==> src/rtl/led7seg_scan.sv <==
// led7seg_scan -- multiplexed 7-segment display scanner.
//
// Drives DIGITS common-select digits by time-multiplexing one shared
// segment bus. Each digit owns a slot of DIV clock cycles. The first GUARD
// cycles of every slot are dark, so the previous digit's pattern never
// ghosts onto the newly selected digit.
//
// Ports
//   CLK    in   1          sole clock, rising edge
//   RST_N  in   1          synchronous active-low reset
//   EN     in   1          scan enable; when low the scan freezes and the display is dark
//   LOAD   in   1          strobe: capture DATA/DP/BLANK into shadow registers
//   DATA   in   4*DIGITS   hex nibble per digit, digit 0 = rightmost = DATA[3:0]
//   DP     in   DIGITS     decimal point per digit
//   BLANK  in   DIGITS     force a digit dark, including its DP
//   LZS    in   1          leading-zero suppression (live, not shadowed)
//   LED    out  8          segments {dp,g,f,e,d,c,b,a}, registered
//   SA     out  DIGITS     digit select, one-hot or all inactive, registered
module led7seg_scan #(
    parameter int DIGITS         = 4,
    parameter int DIV            = 50000,
    parameter int GUARD          = 1,
    parameter int SEG_ACTIVE_LOW = 1,
    parameter int SA_ACTIVE_LOW  = 1
) (
    input  logic                  CLK,
    input  logic                  RST_N,
    input  logic                  EN,
    input  logic                  LOAD,
    input  logic [4*DIGITS-1:0]   DATA,
    input  logic [DIGITS-1:0]     DP,
    input  logic [DIGITS-1:0]     BLANK,
    input  logic                  LZS,
    output logic [7:0]            LED,
    output logic [DIGITS-1:0]     SA
);

    localparam int CNT_W = $clog2(DIV);
    localparam int IDX_W = (DIGITS > 1) ? $clog2(DIGITS) : 1;

    localparam logic [CNT_W-1:0]  CNT_MAX = CNT_W'(DIV - 1);
    localparam logic [CNT_W-1:0]  GUARD_C = CNT_W'(GUARD);
    localparam logic [IDX_W-1:0]  IDX_MAX = IDX_W'(DIGITS - 1);
    localparam logic [7:0]        LED_OFF = (SEG_ACTIVE_LOW != 0) ? 8'hFF : 8'h00;
    localparam logic [DIGITS-1:0] SA_OFF  = (SA_ACTIVE_LOW != 0) ? {DIGITS{1'b1}} : {DIGITS{1'b0}};

    // Active-high segment pattern, bit order gfedcba.
    function automatic logic [6:0] hex_to_seg(input logic [3:0] nib);
        logic [6:0] seg;
        case (nib)
            4'h0: seg = 7'h3F;
            4'h1: seg = 7'h06;
            4'h2: seg = 7'h5B;
            4'h3: seg = 7'h4F;
            4'h4: seg = 7'h66;
            4'h5: seg = 7'h6D;
            4'h6: seg = 7'h7D;
            4'h7: seg = 7'h07;
            4'h8: seg = 7'h7F;
            4'h9: seg = 7'h6F;
            4'hA: seg = 7'h77;
            4'hB: seg = 7'h7C;
            4'hC: seg = 7'h39;
            4'hD: seg = 7'h5E;
            4'hE: seg = 7'h79;
            default: seg = 7'h71;
        endcase
        return seg;
    endfunction

    logic [CNT_W-1:0]    cnt_q, cnt_d;
    logic [IDX_W-1:0]    idx_q, idx_d;
    logic [4*DIGITS-1:0] sh_data_q, sh_data_d;
    logic [DIGITS-1:0]   sh_dp_q, sh_dp_d;
    logic [DIGITS-1:0]   sh_blank_q, sh_blank_d;
    logic [7:0]          led_q, led_d;
    logic [DIGITS-1:0]   sa_q, sa_d;

    logic                in_guard;
    logic [DIGITS-1:0]   lz_mask;
    logic [3:0]          nib_sel;
    logic                dp_sel;
    logic                blank_sel;
    logic                lz_sel;
    logic [7:0]          led_raw;
    logic [DIGITS-1:0]   sa_raw;

    // With GUARD=0 the guard window is empty; avoid a constant compare.
    if (GUARD > 0) begin : g_guard
        assign in_guard = (cnt_q < GUARD_C);
    end else begin : g_no_guard
        assign in_guard = 1'b0;
    end

    // Prescaler and digit index; both freeze while EN is low.
    always_comb begin
        cnt_d = cnt_q;
        idx_d = idx_q;
        if (EN) begin
            if (cnt_q == CNT_MAX) begin
                cnt_d = '0;
                idx_d = (idx_q == IDX_MAX) ? '0 : idx_q + 1'b1;
            end else begin
                cnt_d = cnt_q + 1'b1;
            end
        end
    end

    always_comb begin
        sh_data_d  = LOAD ? DATA  : sh_data_q;
        sh_dp_d    = LOAD ? DP    : sh_dp_q;
        sh_blank_d = LOAD ? BLANK : sh_blank_q;
    end

    // lz_mask[i] is set when digit i (i>0) and every digit to its left hold
    // zero. Digit 0 is excluded so a value of zero still shows "0".
    always_comb begin
        logic zero_run;
        lz_mask  = '0;
        zero_run = 1'b1;
        for (int i = DIGITS - 1; i >= 0; i--) begin
            zero_run   = zero_run & (sh_data_q[4*i +: 4] == 4'h0);
            lz_mask[i] = zero_run && (i != 0);
        end
    end

    always_comb begin
        nib_sel   = 4'h0;
        dp_sel    = 1'b0;
        blank_sel = 1'b0;
        lz_sel    = 1'b0;
        for (int i = 0; i < DIGITS; i++) begin
            if (idx_q == IDX_W'(i)) begin
                nib_sel   = sh_data_q[4*i +: 4];
                dp_sel    = sh_dp_q[i];
                blank_sel = sh_blank_q[i];
                lz_sel    = lz_mask[i];
            end
        end
    end

    // Build the next output in active-high form, then apply polarity last so
    // every form of blanking ends up as the physical "off" level.
    always_comb begin
        led_raw = 8'h00;
        sa_raw  = '0;
        if (EN && !in_guard) begin
            sa_raw = DIGITS'(1) << idx_q;
            if (!blank_sel) begin
                // Suppression darkens a..g only; the decimal point stays live.
                led_raw = {dp_sel, (LZS && lz_sel) ? 7'h00 : hex_to_seg(nib_sel)};
            end
        end
        led_d = (SEG_ACTIVE_LOW != 0) ? ~led_raw : led_raw;
        sa_d  = (SA_ACTIVE_LOW != 0)  ? ~sa_raw  : sa_raw;
    end

    always_ff @(posedge CLK) begin
        if (!RST_N) begin
            cnt_q      <= '0;
            idx_q      <= '0;
            sh_data_q  <= '0;
            sh_dp_q    <= '0;
            sh_blank_q <= '0;
            led_q      <= LED_OFF;
            sa_q       <= SA_OFF;
        end else begin
            cnt_q      <= cnt_d;
            idx_q      <= idx_d;
            sh_data_q  <= sh_data_d;
            sh_dp_q    <= sh_dp_d;
            sh_blank_q <= sh_blank_d;
            led_q      <= led_d;
            sa_q       <= sa_d;
        end
    end

    assign LED = led_q;
    assign SA  = sa_q;

endmodule

==> config.mk <==
export PLATFORM = sky130hd
export DESIGN_NAME = led7seg_scan
export DESIGN_NICKNAME = d
export VERILOG_FILES = /design/src/rtl/led7seg_scan.sv
export SDC_FILE = /design/constraint.sdc
export NUM_CORES = 1
export LEC_CHECK = 0
export ABC_AREA = 1
export BUFFER_PORTS_ARGS = -buffer_cell sky130_fd_sc_hd__clkbuf_2
export CORE_ASPECT_RATIO = 1.4
export CORE_UTILIZATION = 55
export CTS_CLUSTER_SIZE = 40
export DETAILED_ROUTE_END_ITERATION = 8
export GPL_ROUTABILITY_DRIVEN = 0
export GPL_TIMING_DRIVEN = 0
export PLACE_DENSITY = 0.83
export RECOVER_POWER = 50
export SYNTH_ARGS = -nofsm -noshare
export SYNTH_HDL_FRONTEND = slang
export SYNTH_SLANG_ARGS = --single-unit
==> constraint.sdc <==
create_clock -name CLK -period 3.1 [get_ports CLK]
set_input_delay 0.155 -clock CLK [delete_from_list [all_inputs] [get_ports CLK]]
set_output_delay 0.155 -clock CLK [all_outputs]
set_load 0.01 [all_outputs]
==> results.sh <==
export IMPL_synthSimpleGateAreaFrac_pct=36.03
export IMPL_worst_pin_slew_ns=0.4962
export IMPL_cpPeakStageDelay_ns=0.38
export IMPL_cp_max_fo=10
export IMPL_clockRootBuffer="clkbuf_8"
export IMPL_antenna_left=0
export IMPL_numCtsBuffers=5
export IMPL_cp_slowest_cell="dfxtp_1"
export IMPL_grt_max_degree=18
export IMPL_hpwl_um=4796
export IMPL_finalSetupTns_ns=0
export IMPL_drv_cap=0
export IMPL_yosys_area_top_type="dfxtp_1"
export IMPL_dieArea_um2=5207
export IMPL_fin_nets=480
export IMPL_synth_top_family_by_area="simple AND/OR/NAND/NOR gates"
export IMPL_post_cts_buffers=0
export IMPL_yosysTopAreaCellShare_pct=39.96
export IMPL_slew_headroom_pct=66.92
export IMPL_min_path_type="in -> reg"
export IMPL_die_w_um=61.27
export IMPL_drtPass1Iterations=4
export IMPL_syn_nets=433
export IMPL_holdBufCountCts=0
export IMPL_core_area_um2=4644
export IMPL_areaGrowthSynthToFinish_pct=12.95
export IMPL_finalSetupViolCount=0
export IMPL_drive_gt1_share_pct=13.64
export IMPL_required_ns=3.31
export IMPL_cpLargestDelayFamily="simple AND/OR/NAND/NOR gates"
export IMPL_die_height_um=84.98
export IMPL_power_mw=1.282
export IMPL_worstSetupPathType="reg -> reg"
export IMPL_clock_latency_ns=0.31
export IMPL_antenna_cells=0
export IMPL_hold_viol_final=0
export IMPL_synthXorXnorAreaFrac_pct=0.6475
export IMPL_fin_crit_sh_pct=72.15
export IMPL_htree_levels=2
export IMPL_syn_area_um2=2705
export IMPL_power_density_nw_per_um2=419.6
export IMPL_antenna_found_initial=0
export IMPL_start_kind="flop"
export IMPL_vdd_ir_drop_max_mv=0.2239
export IMPL_portBuffers=40
export IMPL_pin_count=41
export IMPL_drtIter0Drc=151
export IMPL_start_util_pct=58.24
export IMPL_tritoncts="done"
export IMPL_outcome="complete, no violations"
export IMPL_seq_area_frac_synth_pct=39.96
export IMPL_crit_chain="inv_1 -> ha_1 -> buf_4 -> inv_1 -> nor2_1 -> nor2_1 -> nand2_1 -> nand2_1 -> inv_1 -> ha_1 -> nand3_1 -> nand3_1 -> nand2_1 -> nand2_1"
export IMPL_synth_cell_types=30
export IMPL_crit_top_cell="nand2_1"
export IMPL_clkTransAtPathRegs_ns=0.10
export IMPL_grt_pass1_wl_um=10540
export IMPL_overflow=0
export IMPL_cts_sinks=54
export IMPL_slew_viol_final=0
export IMPL_wl_per_cell_um=12.28
export IMPL_rsz0062_at_grt="false"
export IMPL_yosys_area_share_adder_pct=5.550
export IMPL_leakagePower_nw=1.397
export IMPL_skew_ns=0.008631
export IMPL_grt_pass1_vias=2622
export IMPL_syn_inst=392
export IMPL_detail_route_vias_per_cell=5.211
export IMPL_netlist_top_cells_area="dfxtp_1, nand2_1, nor2_1"
export IMPL_cts_resized=0
export IMPL_synth_seq_cells=54
export IMPL_avgSynthCellArea_um2=6.901
export IMPL_drt_total_wl_um=6167
export IMPL_grt_usage_pct=26.78
export IMPL_synth_compound_area_share_pct=11.19
export IMPL_setup_worst_path_end_class="flop"
export IMPL_muxShareOfSynthArea_pct=0
export IMPL_synth_warnings=0
export IMPL_row_count=29
export IMPL_cp_arrival_ns=2.45
export IMPL_crit_buf_inv=4
export IMPL_max_freq_ghz=0.4471
export IMPL_fin_crit_ns=2.237
export IMPL_cts_buffer_depth=2
export IMPL_vias=2616
export IMPL_route_detailed_drc=0
==> worst paths after layout <==
kind         slack, ns                   endpoint                     from  cells after the start
max reg2reg       0.86          LED[0]$_SDFF_PN1_    idx_q[0]$_SDFFE_PN0P_                     14
min reg2reg       0.47    sh_dp_q[3]$_SDFFE_PN0P_  sh_dp_q[3]$_SDFFE_PN0P_                      2
min               0.06  sh_data_q[2]$_SDFFE_PN0P_                  DATA[2]                      3
max               0.86          LED[0]$_SDFF_PN1_    idx_q[0]$_SDFFE_PN0P_                     14
==> state kept, by name, summed over array words and instances, names as in the netlist <==
register	flops
cnt_q	16
sh_data_q	16
LED	8
SA	4
sh_blank_q	4
sh_dp_q	4
idx_q	2
==> where the power goes <==
part | total (mW) | internal (mW) | switching (mW)
Combinational | 0.152 | 0.0560 | 0.0963
Sequential | 0.738 | 0.723 | 0.0152
Clock | 0.392 | 0.159 | 0.233
Total | 1.28 | 0.938 | 0.344
==> worst reg2reg max path: cells and delay by family, from the launching register on <==
| kind | cells | cell delay, ns |
|---|---|---|
| adders and majority gates | 2 | 0.45 |
| buffers and inverters | 4 | 0.56 |
| and+or+nand+nor | 8 | 0.76 |
| DFF | 1 | 0.38 |
==> cells in the final DEF (no fill, tap or decap), drive strengths merged <==
cell type  Yosys  final
or2            2      2
nand2         90     90
and3           3      3
dfxtp         54     54
clkinv         0      2
o21ai         28     28
inv           37     37
clkinvlp       0      1
xor2           2      2
clkbuf         6     52
buf            3      2
nand3         34     34
nor2          80     80
o21a           2      2
a211oi         1      1
nand4          2      2
a22oi          1      1
o21bai         1      1
ha            12     12
nor3           7      7
nand3b         2      2
a21oi         25     25
==> layer usage <==
layer	part of all wire [%]	vias up	wire length, µm	GRT usage, %
li1	-	1346	-	-
met1	39	1185	2396	27.03
met2	53	62	3296	47.73
met3	3.3	23	203	4.726
met4	4.4	0	270	17.36
met5	0	-	0	0
==> cells by family (layout without fill, tap and decap cells) <==
family                     after synthesis  after routing
and+or+nand+nor                        220            220
AOI/OAI and AO/OA                       58             58
DFF                                     54             54
buffers and inverters                   46             94
adders and majority gates               12             12
xor gates and xnor gates                 2              2
==> metrics by stage <==
step / instances / setup slack, ns / cell area [µm²] / hold slack, ns / utilization [%]
2_1_floorplan: 392 / 1.204 / 2705 / 0.2899 / -
3_3_place_gp: 494 / 0.9628 / 2983 / 0.3755 / 64.22
3_5_place_dp: 494 / 0.8867 / 2983 / 0.3840 / 64.22
4_1_cts: 502 / 0.8795 / 3073 / 0.05910 / 66.16
5_1_grt: 502 / 0.6691 / 3055 / 0.06331 / 65.79
6_report: 502 / 0.8634 / 3055 / 0.05900 / 65.79
==> synthesized netlist by cell type <==
| cell | n |
|---|---|
| nand4_1 | 2 |
| nor3_2 | 2 |
| nor2_1 | 73 |
| inv_2 | 5 |
| nor2_4 | 2 |
| or2_2 | 1 |
| and3_1 | 3 |
| o21a_1 | 2 |
| dfxtp_1 | 54 |
| nand3_1 | 32 |
| buf_2 | 2 |
| xor2_1 | 2 |
| a21oi_1 | 25 |
| nand2_1 | 84 |
| a211oi_1 | 1 |
| o21bai_1 | 1 |
| o21ai_0 | 27 |
| inv_1 | 32 |
| nor3_1 | 5 |
| nand3_2 | 2 |
| o21ai_1 | 1 |
| nor2_2 | 5 |
| ha_1 | 12 |
| nand2_2 | 4 |
| or2_0 | 1 |
| a22oi_1 | 1 |
| nand3b_1 | 2 |
| buf_4 | 1 |
| nand2_4 | 2 |
| clkbuf_1 | 6 |
==> cell type report <==
| class | instances | area, µm² |
|---|---|---|
| buffer | 9 | 38.79 |
| fill | 449 | 1589 |
| tap | 62 | 77.57 |
| sequential | 54 | 1081 |
| timing repair buffer | 40 | 183.9 |
| inverter | 37 | 138.9 |
| multi-input combinational | 292 | 1445 |
| clock inverter | 3 | 21.27 |
| clock buffer | 5 | 68.82 |
No activity file was read; power rests on OpenSTA's default activity.
